<file path="config.mk">
export PLATFORM = sky130hd
export DESIGN_NAME = clap_event_counter
export DESIGN_NICKNAME = d
export VERILOG_FILES = /design/src/rtl/clap_pkg.sv /design/src/rtl/cycle_timer.sv /design/src/rtl/clap_event_counter.sv
export SDC_FILE = /design/constraint.sdc
export NUM_CORES = 1
export LEC_CHECK = 0
export ABC_AREA = 1
export CORE_MARGIN = 2
export CORE_UTILIZATION = 50
export CTS_CLUSTER_SIZE = 30
export DETAILED_ROUTE_END_ITERATION = 8
export GPL_TIMING_DRIVEN = 0
export PLACE_DENSITY = 0.83
export SLEW_MARGIN = 20
export SYNTH_ARGS = -nofsm -noshare
export SYNTH_HDL_FRONTEND = slang
export SYNTH_SLANG_ARGS = --single-unit
</file>
<file path="constraint.sdc">
create_clock -name clk_i -period 2.26 [get_ports clk_i]
set_clock_uncertainty 0.2 [all_clocks]
set_input_delay 0.452 -clock clk_i [delete_from_list [all_inputs] [get_ports clk_i]]
set_output_delay 0.452 -clock clk_i [all_outputs]
set_load 0.005 [all_outputs]
</file>
<file path="src/rtl/clap_pkg.sv">
// Shared encodings for the clap event counter: FSM states, mode select values
// and the sizing helper for the shared hold-off/gap timer.
package clap_pkg;

  typedef enum logic [1:0] {
    IDLE = 2'd0,
    HOLD = 2'd1,
    WAIT = 2'd2
  } clap_state_t;

  localparam logic MODE_RAW   = 1'b0;
  localparam logic MODE_BURST = 1'b1;

  // Wide enough to reach max(hold, gap) - 1; never narrower than one bit.
  function automatic int timer_width(input int hold_cycles, input int gap_cycles);
    int m;
    m = (hold_cycles > gap_cycles) ? hold_cycles : gap_cycles;
    return (m < 2) ? 1 : $clog2(m);
  endfunction

endpackage

</file>
<file path="src/rtl/cycle_timer.sv">
// Restartable up-counter with terminal-count compare against a runtime limit.
// Restart (load to zero) takes priority over counting; tc_o is combinational.
module cycle_timer #(
  parameter int W = 8
) (
  input  logic         clk_i,
  input  logic         rst_i,
  input  logic         load_i,
  input  logic         en_i,
  input  logic [W-1:0] last_i,
  output logic         tc_o
);

  logic [W-1:0] cnt;

  always_ff @(posedge clk_i or posedge rst_i) begin
    if (rst_i) begin
      cnt <= '0;
    end else if (load_i) begin
      cnt <= '0;
    end else if (en_i) begin
      cnt <= cnt + W'(1);
    end
  end

  assign tc_o = (cnt == last_i);

endmodule

</file>
<file path="src/rtl/clap_event_counter.sv">
// Clap tally with echo hold-off, burst grouping by silence gap, raw/burst counting,
// wrap/saturate overflow and a burst-close strobe. All outputs registered; no backpressure.
module clap_event_counter
  import clap_pkg::*;
#(
  parameter int CNT_W       = 32,
  parameter int BURST_W     = 3,
  parameter int HOLD_CYCLES = 5_000_000,
  parameter int GAP_CYCLES  = 50_000_000
) (
  input  logic               clk_i,
  input  logic               rst_i,
  input  logic               clr_i,
  input  logic               pulse_i,
  input  logic               mode_i,
  input  logic               sat_i,
  input  logic [BURST_W-1:0] burst_n_i,
  output logic [CNT_W-1:0]   cnt_o,
  output logic [BURST_W-1:0] burst_len_o,
  output logic               burst_done_o,
  output logic               ovf_o
);

  localparam int TMR_W = timer_width(HOLD_CYCLES, GAP_CYCLES);
  localparam logic [BURST_W-1:0] LEN_MAX = '1;

  clap_state_t        state;
  logic [BURST_W-1:0] len;
  logic [TMR_W-1:0]   tmr_last;
  logic               tmr_load;
  logic               tmr_tc;
  logic               accept;
  logic               close;
  logic               inc;

  assign accept = pulse_i && !clr_i && (state == IDLE || state == WAIT);
  // A pulse on the expiring WAIT cycle wins over closing the burst.
  assign close  = !clr_i && (state == WAIT) && tmr_tc && !pulse_i;

  assign tmr_last = (state == HOLD) ? TMR_W'(HOLD_CYCLES - 1) : TMR_W'(GAP_CYCLES - 1);
  assign tmr_load = clr_i || accept || tmr_tc || (state == IDLE);

  assign inc = ((mode_i == MODE_RAW) && accept) ||
               ((mode_i == MODE_BURST) && close && (len == burst_n_i) && (burst_n_i != '0));

  cycle_timer #(.W(TMR_W)) u_timer (
    .clk_i  (clk_i),
    .rst_i  (rst_i),
    .load_i (tmr_load),
    .en_i   (state != IDLE),
    .last_i (tmr_last),
    .tc_o   (tmr_tc)
  );

  always_ff @(posedge clk_i or posedge rst_i) begin
    if (rst_i) begin
      state        <= IDLE;
      len          <= '0;
      burst_len_o  <= '0;
      burst_done_o <= 1'b0;
    end else if (clr_i) begin
      state        <= IDLE;
      len          <= '0;
      burst_len_o  <= '0;
      burst_done_o <= 1'b0;
    end else begin
      burst_done_o <= 1'b0;
      case (state)
        IDLE: if (pulse_i) begin
          len   <= BURST_W'(1);
          state <= HOLD;
        end
        HOLD: if (tmr_tc) state <= WAIT;
        WAIT: if (pulse_i) begin
          if (len != LEN_MAX) len <= len + BURST_W'(1);
          state <= HOLD;
        end else if (tmr_tc) begin
          burst_len_o  <= len;
          burst_done_o <= 1'b1;
          state        <= IDLE;
        end
        default: state <= IDLE;
      endcase
    end
  end

  always_ff @(posedge clk_i or posedge rst_i) begin
    if (rst_i) begin
      cnt_o <= '0;
      ovf_o <= 1'b0;
    end else if (clr_i) begin
      cnt_o <= '0;
      ovf_o <= 1'b0;
    end else if (inc) begin
      if (&cnt_o) begin
        ovf_o <= 1'b1;
        if (!sat_i) cnt_o <= '0;
      end else begin
        cnt_o <= cnt_o + CNT_W'(1);
      end
    end
  end

endmodule

</file>
==> results.toml <==
[run_status]
status = "complete, no violations"

[yosys]
synth_cells = 668
synth_area_leader_cell = "dfrtp_1"
syn_nets = 681
ys_seq_elements = 68
syn_area_um2 = 4560
yosysTopAreaCellShare_pct = 37.3
ys_warn_count = 0
synth_area_leaders = "dfrtp_1 37%, nand2_1 17%, nor2_1 10%"
syn_area_per_cell_um2 = 6.83
yosysUniqueCellTypes = 34
yosysSeqAreaShare_pct = 37.3

[sta]
fin_crit_sh_pct = 94.6
max_freq_mhz = 468
finalCriticalPeriod_ns = 2.14
setup_viol_count_final = 0
maxSlewHeadroom_pct = 65.1
rsz0062_at_grt = "false"
setup_slack_ns = 0.122
final-max-slew-violation-count = 0
worstMarginPinSlew_ns = 0.519
fin_setup_tns_ns = 0
hold_viol = 0

[cts]
cts-buffers-inserted = 9
clkTransAtPathRegs_ns = 0.08
hold_buffers = 0
clockBufferDepth = 2
cts_tree = "built"
htree_levels = 3
clock_sinks = 68
clk_latency_ns = 0.36
cts_root_buf = "clkbuf_8"

[layout]
layout_commonest_cell = "nand2_1"
diodes = 0
nets = 741
fin_util_pct = 62.3
layout_common_cells = "205 x nand2_1, 123 x nor2_1, 68 x dfrtp_1, 64 x inv_1, 57 x nand3_1"
syn_to_final_growth_pct = 19.8
drive_gt1_share_pct = 9.00
fin_cells = 841

[placement]
dpl_worst_slack_ns = -0.0875
dpl.hpwl_um = 9170
gp_congestion = 0.916
port_buffers = 44
dp.cells = 822

[detailed_routing]
routed_wl_um = 12200
drt_first_iter_violations = 230
dr_total_vias = 4603
viasPerCell = 5.47
drc = 0
wl_per_cell_um = 14.5
firstDrtPassIters = 5
postRouteAntennaNets = 0

[die]
dieArea_um2 = 9900
die_w_um = 99.5
num_rows = 34
die_y_um = 99.5
core-area_um2 = 8760
initial_utilization_pct = 52.0
io_pins = 46

[worst_setup_path]
path_cells = "nand2_1 -> nor3_2 -> nand2_1 -> nor2_4 -> nand2_1 -> nand2_4 -> buf_6 -> nor2_1 -> nand3_1 -> nand2_1"
cp_max_fo = 10
critPathKind = "reg -> reg"
crit_required_ns = 2.30
cpMostUsedCell = "nand2_1"
cpPeakStageDelay_ns = 0.47
start_kind = "flip-flop"
cp.arrival_ns = 2.18
critPathSlowestCell = "dfrtp_1"
critPathCaptureType = "flip-flop"
rr_worst_depth = 10

[global_routing]
grt_pass1_vias = 4429
grt_pass1_wl_um = 21000
antenna_found_initial = 0
grt_max_degree = 28
track_usage_pct = 26.3
grt_overflow = 0

[flow_run]
maxCapViolCount = 0

[pwr]
p_per_area_nw_per_um2 = 480
p_total_mw = 2.62
power.leakage_nw = 2.34
vdd_drop_max_uv = 321

[worst_hold_path]
min_path_type = "in -> async"
## layout make-up
type	count	area [um2]
inverters	67	255
fillers	796	3300
plain buffers	17	116
repair buffers	49	510
multi-input cells	516	2520
clock inverters	5	85.1
clock buffers	11	141
well taps	108	135
flip-flops and latches	68	1700
## stage by stage
step	instance area (um2)	hold slack, ns
2_1_floorplan	4560	0.254
3_3_place_gp	5140	0.265
3_5_place_dp	5190	0.273
4_1_cts	5410	0.255
5_1_grt	5460	0.278
6_report	5460	0.254
## sequential cells by signal, summed over array words and instances (netlist names)
register and flops:
cnt_o 32, u_timer.cnt 26, burst_len_o 3, len 3, state 2, burst_done_o 1
ovf_o 1
## final timing paths
| path | startpoint | to | slack, ns |
|---|---|---|---|
| setup / recovery | cnt_o[11] | cnt_o[3] | 0.12 |
| hold / removal | rst_i | cnt_o[28] | 0.25 |
| setup reg to reg | cnt_o[11] | cnt_o[3] | 0.12 |
| hold reg to reg | burst_len_o[0] | burst_len_o[0] | 0.29 |
| max in group asynchronous | rst_i | burst_len_o[0] | 0.93 |
| min in group clk_i | clr_i | burst_done_o | 0.27 |
## worst max-delay path: cells and delay by family, from the launching register on
family        cells  cell delay [ns]
simple gates      9             1.20
flops             1             0.47
buf+inv           1             0.17
## where the power goes
part | internal, mW | switching [mW] | leakage, nW
logic | 0.0786 | 0.130 | 1.28
clock network | 0.656 | 0.513 | 0.110
registers | 1.23 | 0.0161 | 0.945
total | 1.96 | 0.659 | 2.34
## Yosys cell counts
cell,number
nand2_1,206
nor2_1,125
dfrtp_1,68
inv_1,65
nand3_1,58
xor2_1,27
nor3_1,24
nand4_1,19
buf_2,9
xnor2_1,8
o21ai_0,6
a21oi_1,5
nor2_2,5
buf_6,4
ha_1,4
nand2_2,4
nor3_2,4
o22ai_1,4
buf_4,2
clkbuf_1,2
inv_2,2
nand2b_1,2
nand4_4,2
nor2_4,2
nor4_1,2
a31oi_1,1
nand2_4,1
nand3_2,1
nand3_4,1
nor4_2,1
nor4_4,1
o211ai_1,1
o21bai_1,1
or2_2,1
## layer usage
| metal | global-route usage (%) | up-vias | routed length [um] |
|---|---|---|---|
| met2 | 41.5 | 207 | 5660 |
| met4 | 11.6 | 0 | 201 |
| met1 | 35.8 | 2141 | 5390 |
| li1 | - | 2236 | - |
| met3 | 4.43 | 19 | 929 |
| met5 | 0 | - | 0 |
## logic make-up (layout without fill, tap and decap cells)
group | count (synthesis) | in the layout | synth area share [%]
and+or+nand+nor | 459 | 459 | 44.7
buffers and inverters | 84 | 149 | 7.98
DFF | 68 | 68 | 37.3
xor gates and xnor gates | 35 | 35 | 6.72
AOI/OAI and AO/OA | 18 | 18 | 2.22
adders and majority gates | 4 | 4 | 1.10
## what timing repair did
action,in CTS,in global routing
endpoints found under the setup margin,0,26
resized for setup,0,9
buffers inserted,0,3
No activity file was read; power rests on OpenSTA's default activity.
